## src/rtl/pulse_sync_pkg.sv

```systemverilog
`default_nettype none
// +----------------------------------------------------------------------+
// | pulse_sync_pkg: shared types and constants for the pulse spacer.     |
// | Revision: 1.0                                                        |
// +----------------------------------------------------------------------+
package pulse_sync_pkg;

  typedef enum logic [0:0] {
    SP_IDLE = 1'b0,
    SP_GAP  = 1'b1
  } spacer_state_e;

  localparam int DROP_CNT_WIDTH = 16;

endpackage
`default_nettype wire

```

## src/rtl/pulse_spacer_sat_counter.sv

```systemverilog
`default_nettype none
// +----------------------------------------------------------------------+
// | sat_counter: up/down counter that never wraps; clear has priority.   |
// | Revision: 1.0                                                        |
// +----------------------------------------------------------------------+
module sat_counter #(
  parameter int WIDTH = 4
) (
  input  logic             clk,
  input  logic             rst,
  input  logic             inc,
  input  logic             dec,
  input  logic             clr,
  output logic [WIDTH-1:0] count,
  output logic             at_max
);

  localparam logic [WIDTH-1:0] C_ONE = WIDTH'(1);

  logic [WIDTH-1:0] r_count;
  logic             w_at_max;

  assign w_at_max = &r_count;

  // Simultaneous inc and dec cancel, so the count holds.
  always_ff @(posedge clk or posedge rst) begin
    if (rst) begin
      r_count <= '0;
    end else if (clr) begin
      r_count <= '0;
    end else if (inc && !dec && !w_at_max) begin
      r_count <= r_count + C_ONE;
    end else if (dec && !inc && (r_count != '0)) begin
      r_count <= r_count - C_ONE;
    end
  end

  assign count  = r_count;
  assign at_max = w_at_max;

endmodule
`default_nettype wire

```

## src/rtl/pulse_spacer.sv

```systemverilog
`default_nettype none
// +----------------------------------------------------------------------+
// | pulse_spacer: buffers bursty event pulses and re-emits them spaced   |
// | MIN_GAP cycles apart. Optional macro PULSE_SPACER_STATS_EN adds a    |
// | clearable saturating drop counter.                                   |
// | Revision: 1.0                                                        |
// +----------------------------------------------------------------------+
module pulse_spacer
  import pulse_sync_pkg::*;
#(
  parameter int MIN_GAP    = 4,
  parameter int PEND_WIDTH = 4
) (
  input  logic                      clk,
  input  logic                      rst,
  input  logic                      in_pulse,
`ifdef PULSE_SPACER_STATS_EN
  input  logic                      stats_clr,
  output logic [DROP_CNT_WIDTH-1:0] drop_count,
`endif
  output logic                      out_pulse,
  output logic [PEND_WIDTH-1:0]     pending,
  output logic                      overflow,
  output logic                      busy
);

  localparam int                 GAP_W      = (MIN_GAP > 2) ? $clog2(MIN_GAP) : 1;
  localparam logic [GAP_W-1:0]   C_GAP_LOAD = GAP_W'(MIN_GAP - 1);
  localparam logic [GAP_W-1:0]   C_GAP_ONE  = GAP_W'(1);

  generate
    if (MIN_GAP < 2) begin : g_min_gap_check
      $error("pulse_spacer: MIN_GAP must be >= 2");
    end
  endgenerate

  spacer_state_e         r_state;
  spacer_state_e         w_state_nxt;
  logic [GAP_W-1:0]      r_gap;
  logic [GAP_W-1:0]      w_gap_nxt;
  logic                  r_out_pulse;
  logic                  r_overflow;
  logic                  w_emit;
  logic                  w_drop;
  logic                  w_pend_nz;
  logic                  w_pend_at_max;
  logic [PEND_WIDTH-1:0] w_pending;

  sat_counter #(
    .WIDTH (PEND_WIDTH)
  ) u_pend_cnt (
    .clk    (clk),
    .rst    (rst),
    .inc    (in_pulse),
    .dec    (w_emit),
    .clr    (1'b0),
    .count  (w_pending),
    .at_max (w_pend_at_max)
  );

  assign w_pend_nz = (w_pending != '0);

  always_comb begin
    w_state_nxt = r_state;
    w_gap_nxt   = r_gap;
    w_emit      = 1'b0;
    case (r_state)
      SP_IDLE: begin
        if (w_pend_nz || in_pulse) begin
          w_emit      = 1'b1;
          w_state_nxt = SP_GAP;
          w_gap_nxt   = C_GAP_LOAD;
        end
      end
      SP_GAP: begin
        w_gap_nxt = r_gap - C_GAP_ONE;
        if (r_gap == C_GAP_ONE) begin
          w_state_nxt = SP_IDLE;
        end
      end
    endcase
  end

  // A launch frees a slot in the same edge, so a full counter still accepts.
  assign w_drop = in_pulse && w_pend_at_max && !w_emit;

  always_ff @(posedge clk or posedge rst) begin
    if (rst) begin
      r_state     <= SP_IDLE;
      r_gap       <= '0;
      r_out_pulse <= 1'b0;
      r_overflow  <= 1'b0;
    end else begin
      r_state     <= w_state_nxt;
      r_gap       <= w_gap_nxt;
      r_out_pulse <= w_emit;
      r_overflow  <= w_drop;
    end
  end

`ifdef PULSE_SPACER_STATS_EN
  logic w_unused_drop_at_max;

  // Counts on the drop itself so drop_count moves on the same edge as overflow.
  sat_counter #(
    .WIDTH (DROP_CNT_WIDTH)
  ) u_drop_cnt (
    .clk    (clk),
    .rst    (rst),
    .inc    (w_drop),
    .dec    (1'b0),
    .clr    (stats_clr),
    .count  (drop_count),
    .at_max (w_unused_drop_at_max)
  );
`endif

  assign out_pulse = r_out_pulse;
  assign overflow  = r_overflow;
  assign pending   = w_pending;
  assign busy      = w_pend_nz || (r_state == SP_GAP);

endmodule
`default_nettype wire

```

## config.mk

```make
export PLATFORM = sky130hd
export DESIGN_NAME = pulse_spacer
export DESIGN_NICKNAME = d
export VERILOG_FILES = /design/src/rtl/pulse_sync_pkg.sv /design/src/rtl/pulse_spacer_sat_counter.sv /design/src/rtl/pulse_spacer.sv
export SDC_FILE = /design/constraint.sdc
export NUM_CORES = 1
export LEC_CHECK = 0
export BUFFER_PORTS_ARGS = -buffer_cell sky130_fd_sc_hd__buf_2
export CAP_MARGIN = 15
export CORE_UTILIZATION = 30
export CTS_BUF_LIST = sky130_fd_sc_hd__clkbuf_16
export CTS_CLUSTER_SIZE = 8
export DETAILED_ROUTE_END_ITERATION = 8
export GPL_ROUTABILITY_DRIVEN = 0
export PLACE_DENSITY_LB_ADDON = 0.1
export SLEW_MARGIN = 20
export SYNTH_ARGS = -nofsm -noshare
export SYNTH_HDL_FRONTEND = slang
export SYNTH_SLANG_ARGS = --single-unit
```

## constraint.sdc

```tcl
create_clock -name clk -period 4.7 [get_ports clk]
set_input_delay 0.705 -clock clk [delete_from_list [all_inputs] [get_ports clk]]
set_output_delay 0.705 -clock clk [all_outputs]
set_load 0.02 [all_outputs]
```

==> impl_metrics.sql <==
INSERT INTO impl_metrics (metric_group, metric, value, unit) VALUES
('timing', 'setup_viol_count_final', '0', ''),
('cells_and_area', 'antennaDiodeCount', '0', ''),
('floorplanning', 'die_footprint', '0.00185', 'mm^2'),
('setup_path', 'setup.worst_path.end_class', 'output port', ''),
('timing', 'hold_ws', '434', 'ps'),
('routing', 'route.final.wire_length', '831', 'um'),
('floorplanning', 'dieWidth', '43.1', 'um'),
('timing', 'hold_viol_final', '0', ''),
('timing', 'fmaxAchievable', '0.441', 'GHz'),
('logic_synthesis', 'synth.yosys.seq_area_share', '44.6', '%'),
('floorplanning', 'placement_rows', '14', ''),
('logic_synthesis', 'yosysUniqueCellTypes', '21', ''),
('grt', 'groute.usage.overall', '11.5', '%'),
('routing', 'vias', '345', ''),
('logic_synthesis', 'synthesis.area_per_instance', '11.5', 'um^2'),
('cells_and_area', 'layout-area-overhead-vs-synth', '27.5', '%'),
('grt', 'globalRoute.totalOverflow', '0', ''),
('floorplanning', 'core-area', '0.00154', 'mm^2'),
('power_and_ir_drop', 'power.net_switching', '0.000200', 'W'),
('power_and_ir_drop', 'power_density', '810', 'mW/mm^2'),
('clocking', 'ctsHtreeMaxLevel', '1', ''),
('setup_path', 'critPathLaunch', 'u_pend_cnt.count[0]', ''),
('grt', 'grt_start_max_net_pins', '10', ''),
('power_and_ir_drop', 'p_int', '0.000323', 'W'),
('routing', 'post-route-drc-count', '0', ''),
('floorplanning', 'die_height', '43.1', 'um'),
('setup_path', 'classification_of_the_worst_setup_path', 'register to output port', ''),
('timing', 'tns', '0', 'ps'),
('logic_synthesis', 'synthesis.area', '505', 'um^2'),
('logic_synthesis', 'syn-num-nets', '51', ''),
('grt', 'global_route_wire_length_before_repair', '1510', 'um'),
('status', 'status', 'finished, final reports clean', ''),
('power_and_ir_drop', 'power_switching_share', '38.2', '%'),
('logic_synthesis', 'post_synth_inst_count', '44', ''),
('cells_and_area', 'layout-drive-gt1-share', '32.1', '%'),
('floorplanning', 'floorplan.initialDensity', '32.8', '%'),
('timing', 'max_slew.worst_pin.slew', '393', 'ps'),
('setup_path', 'worstSetupStartpointType', 'register', ''),
('timing', 'final.period_utilization', '48.2', '%'),
('clocking', 'numCtsBuffers', '3', ''),
('timing', 'final-max-slew-violation-count', '0', ''),
('routing', 'avgViaCountPerCell', '4.79', ''),
('grt', 'top_usage_layer', 'met2', ''),
('power_and_ir_drop', 'power_leakage', '0.310', 'nW'),
('setup_path', 'worst_ep_required_time', '3990', 'ps'),
('clocking', 'cts-resized-gates', '0', ''),
('grt', 'antenna_found_initial', '0', ''),
('routing', 'firstDrtPassIters', '3', ''),
('placement', 'io_buffers', '9', ''),
('setup_path', 'critical_path.max_fanout', '6', ''),
('clocking', 'cts_setup_buffers', '0', ''),
('floorplanning', 'io_pins', '10', ''),
('timing', 'clock-skew-final', '2.40', 'ps'),
('grt', 'met1_usage', '13.8', '%'),
('power_and_ir_drop', 'combPwrFrac', '40.5', '%'),
('hold_path', 'min_path_type', 'input port to async pin', ''),
('placement', 'dp_hpwl', '605', 'um'),
('clocking', 'postCtsHoldBufs', '0', ''),
('cells_and_area', 'nNetsFinal', '64', ''),
('job', 'cap_violations', '0', ''),
('routing', 'wl_per_cell', '11.5', 'um'),
('routing', 'detailedRoute.firstIterationViolations', '3', ''),
('power_and_ir_drop', 'ir_worst_vdd', '330', 'uV'),
('clocking', 'ctsLongestPathBuffers', '2', ''),
('power_and_ir_drop', 'share_seq_of_total_power', '31.4', '%'),
('timing', 'grt_setup_unrepaired', 'no', ''),
('timing', 'slew_headroom', '73.6', '%'),
('grt', 'first_global_vias', '350', ''),
('routing', 'route.antenna.remaining_nets', '0', ''),
('logic_synthesis', 'ys_warn_count', '0', ''),
('grt', 'gr_met2_demand_resource', '17.6', '%'),
('power_and_ir_drop', 'relative_contribution_of_the_clock_network_to_total_power', '28.1', '%'),
('setup_path', 'critPathArrivalTime', '1560', 'ps'),
('grt', 'gr-usage-met3', '7.66', '%'),
('clocking', 'cts_tree', 'yes', ''),
('setup_path', 'r2r-start', 'u_pend_cnt.count[0]', ''),
('clocking', 'clock_pin_slew_on_the_worst_setup_and_hold_paths', '40', 'ps'),
('clocking', 'clock-root-buffer', 'clkbuf_16', ''),
('clocking', 'clkLatencyLatePin', '230', 'ps'),
('logic_synthesis', 'ys_seq_elements', '9', ''),
('timing', 'min_period', '2270', 'ps'),
('clocking', 'cts.sinks', '9', '');
-- power groups by stage --
stage	Clock [W]	Sequential (W)	Combinational (W)
final	0.000147	0.000164	0.000211
after global routing	0.000154	0.000172	0.000241
after CTS	0.000150	0.000166	0.000216
after detailed placement	0	0.000167	0.000213
after global placement	0	0.000167	0.000210
after floorplan	0	0.000177	0.000153
-- cells in the final DEF (no fill, tap or decap), types with 2 or more instances in the layout --
cell,count
nand2_1,2
ha_1,3
mux2_1,2
nor2_1,4
xor2_1,2
dfrtp_1,9
inv_1,6
a21oi_1,4
buf_2,9
clkbuf_16,3
-- synthesized netlist by cell type (all sizes together) --
library cell	instances	area, um^2
a21o	1	8.76
a21oi	5	28.8
a22oi	1	7.51
a32o	1	10.0
buf	1	5.00
dfrtp	9	225
fa	1	20.0
ha	3	37.5
inv	5	18.8
mux2	2	22.5
nand2	2	7.51
nand3	1	10.0
nand4	1	6.26
nor2	4	15.0
nor4	1	21.3
o31ai	1	21.3
or2	1	6.26
or2b	1	7.51
xnor2	1	8.76
xor2	2	17.5
-- kinds of logic (layout without fill, tap and decap cells) --
family,Yosys count,count (layout),share of synthesized area (%)
compound gates,9,9,15.1
xor+xnor,3,3,5.20
fa+ha+maj,4,4,11.4
buf+inv,6,18,4.70
flops,9,9,44.6
mux,2,2,4.46
simple gates,11,11,14.6
-- per-stage QoR --
step | cell area [um^2] | util (%) | cells | setup WS (ps) | power, W
finish | 644 | 41.8 | 72 | 2430 | 0.000522
global route | 644 | 41.8 | 72 | 2360 | 0.000567
CTS | 644 | 41.8 | 72 | 2410 | 0.000532
detailed placement | 566 | 36.7 | 68 | 2490 | 0.000379
global placement | 566 | 36.7 | 68 | 2490 | 0.000377
floorplan | 505 | - | 44 | 2720 | 0.000330
-- flip-flops by register name, summed over array words and instances, names as in the netlist --
signal and cells:
r_gap 2, overflow 1, out_pulse 1, u_pend_cnt.count 4, r_state 1
-- layer usage --
layer / part of all wire, % / wire, um
met2: 51 / 421
met3: 5.9 / 49
met1: 43 / 359
met4: 0 / 0
met5: 0 / 0
-- final timing paths --
kind | to | slack (ps) | depth (start not counted)
setup / recovery | busy | 2430 | 3
hold / removal | r_state | 430 | 2
setup reg to reg | u_pend_cnt.count[3] | 2690 | 7
hold reg to reg | r_gap[0] | 470 | 1
max in group asynchronous | u_pend_cnt.count[1] | 4000 | 2
min in group clk | r_gap[0] | 470 | 1
-- critical path: stages, from the launching register on --
cell and delay, ps:
dfrtp_1 460, nor4_4 440, or2b_1 260, buf_2 150
-- area by class of cell --
cell class	instances	area [um^2]
Fill cell	159	897
Multi-Input combinational cell	29	256
Sequential cell	9	225
Clock buffer	3	75.1
Timing Repair Buffer	9	45.0
Tap cell	16	20.0
Inverter	5	18.8
Clock inverter	1	3.75
Note: power is estimated with default switching activity, not from simulation.
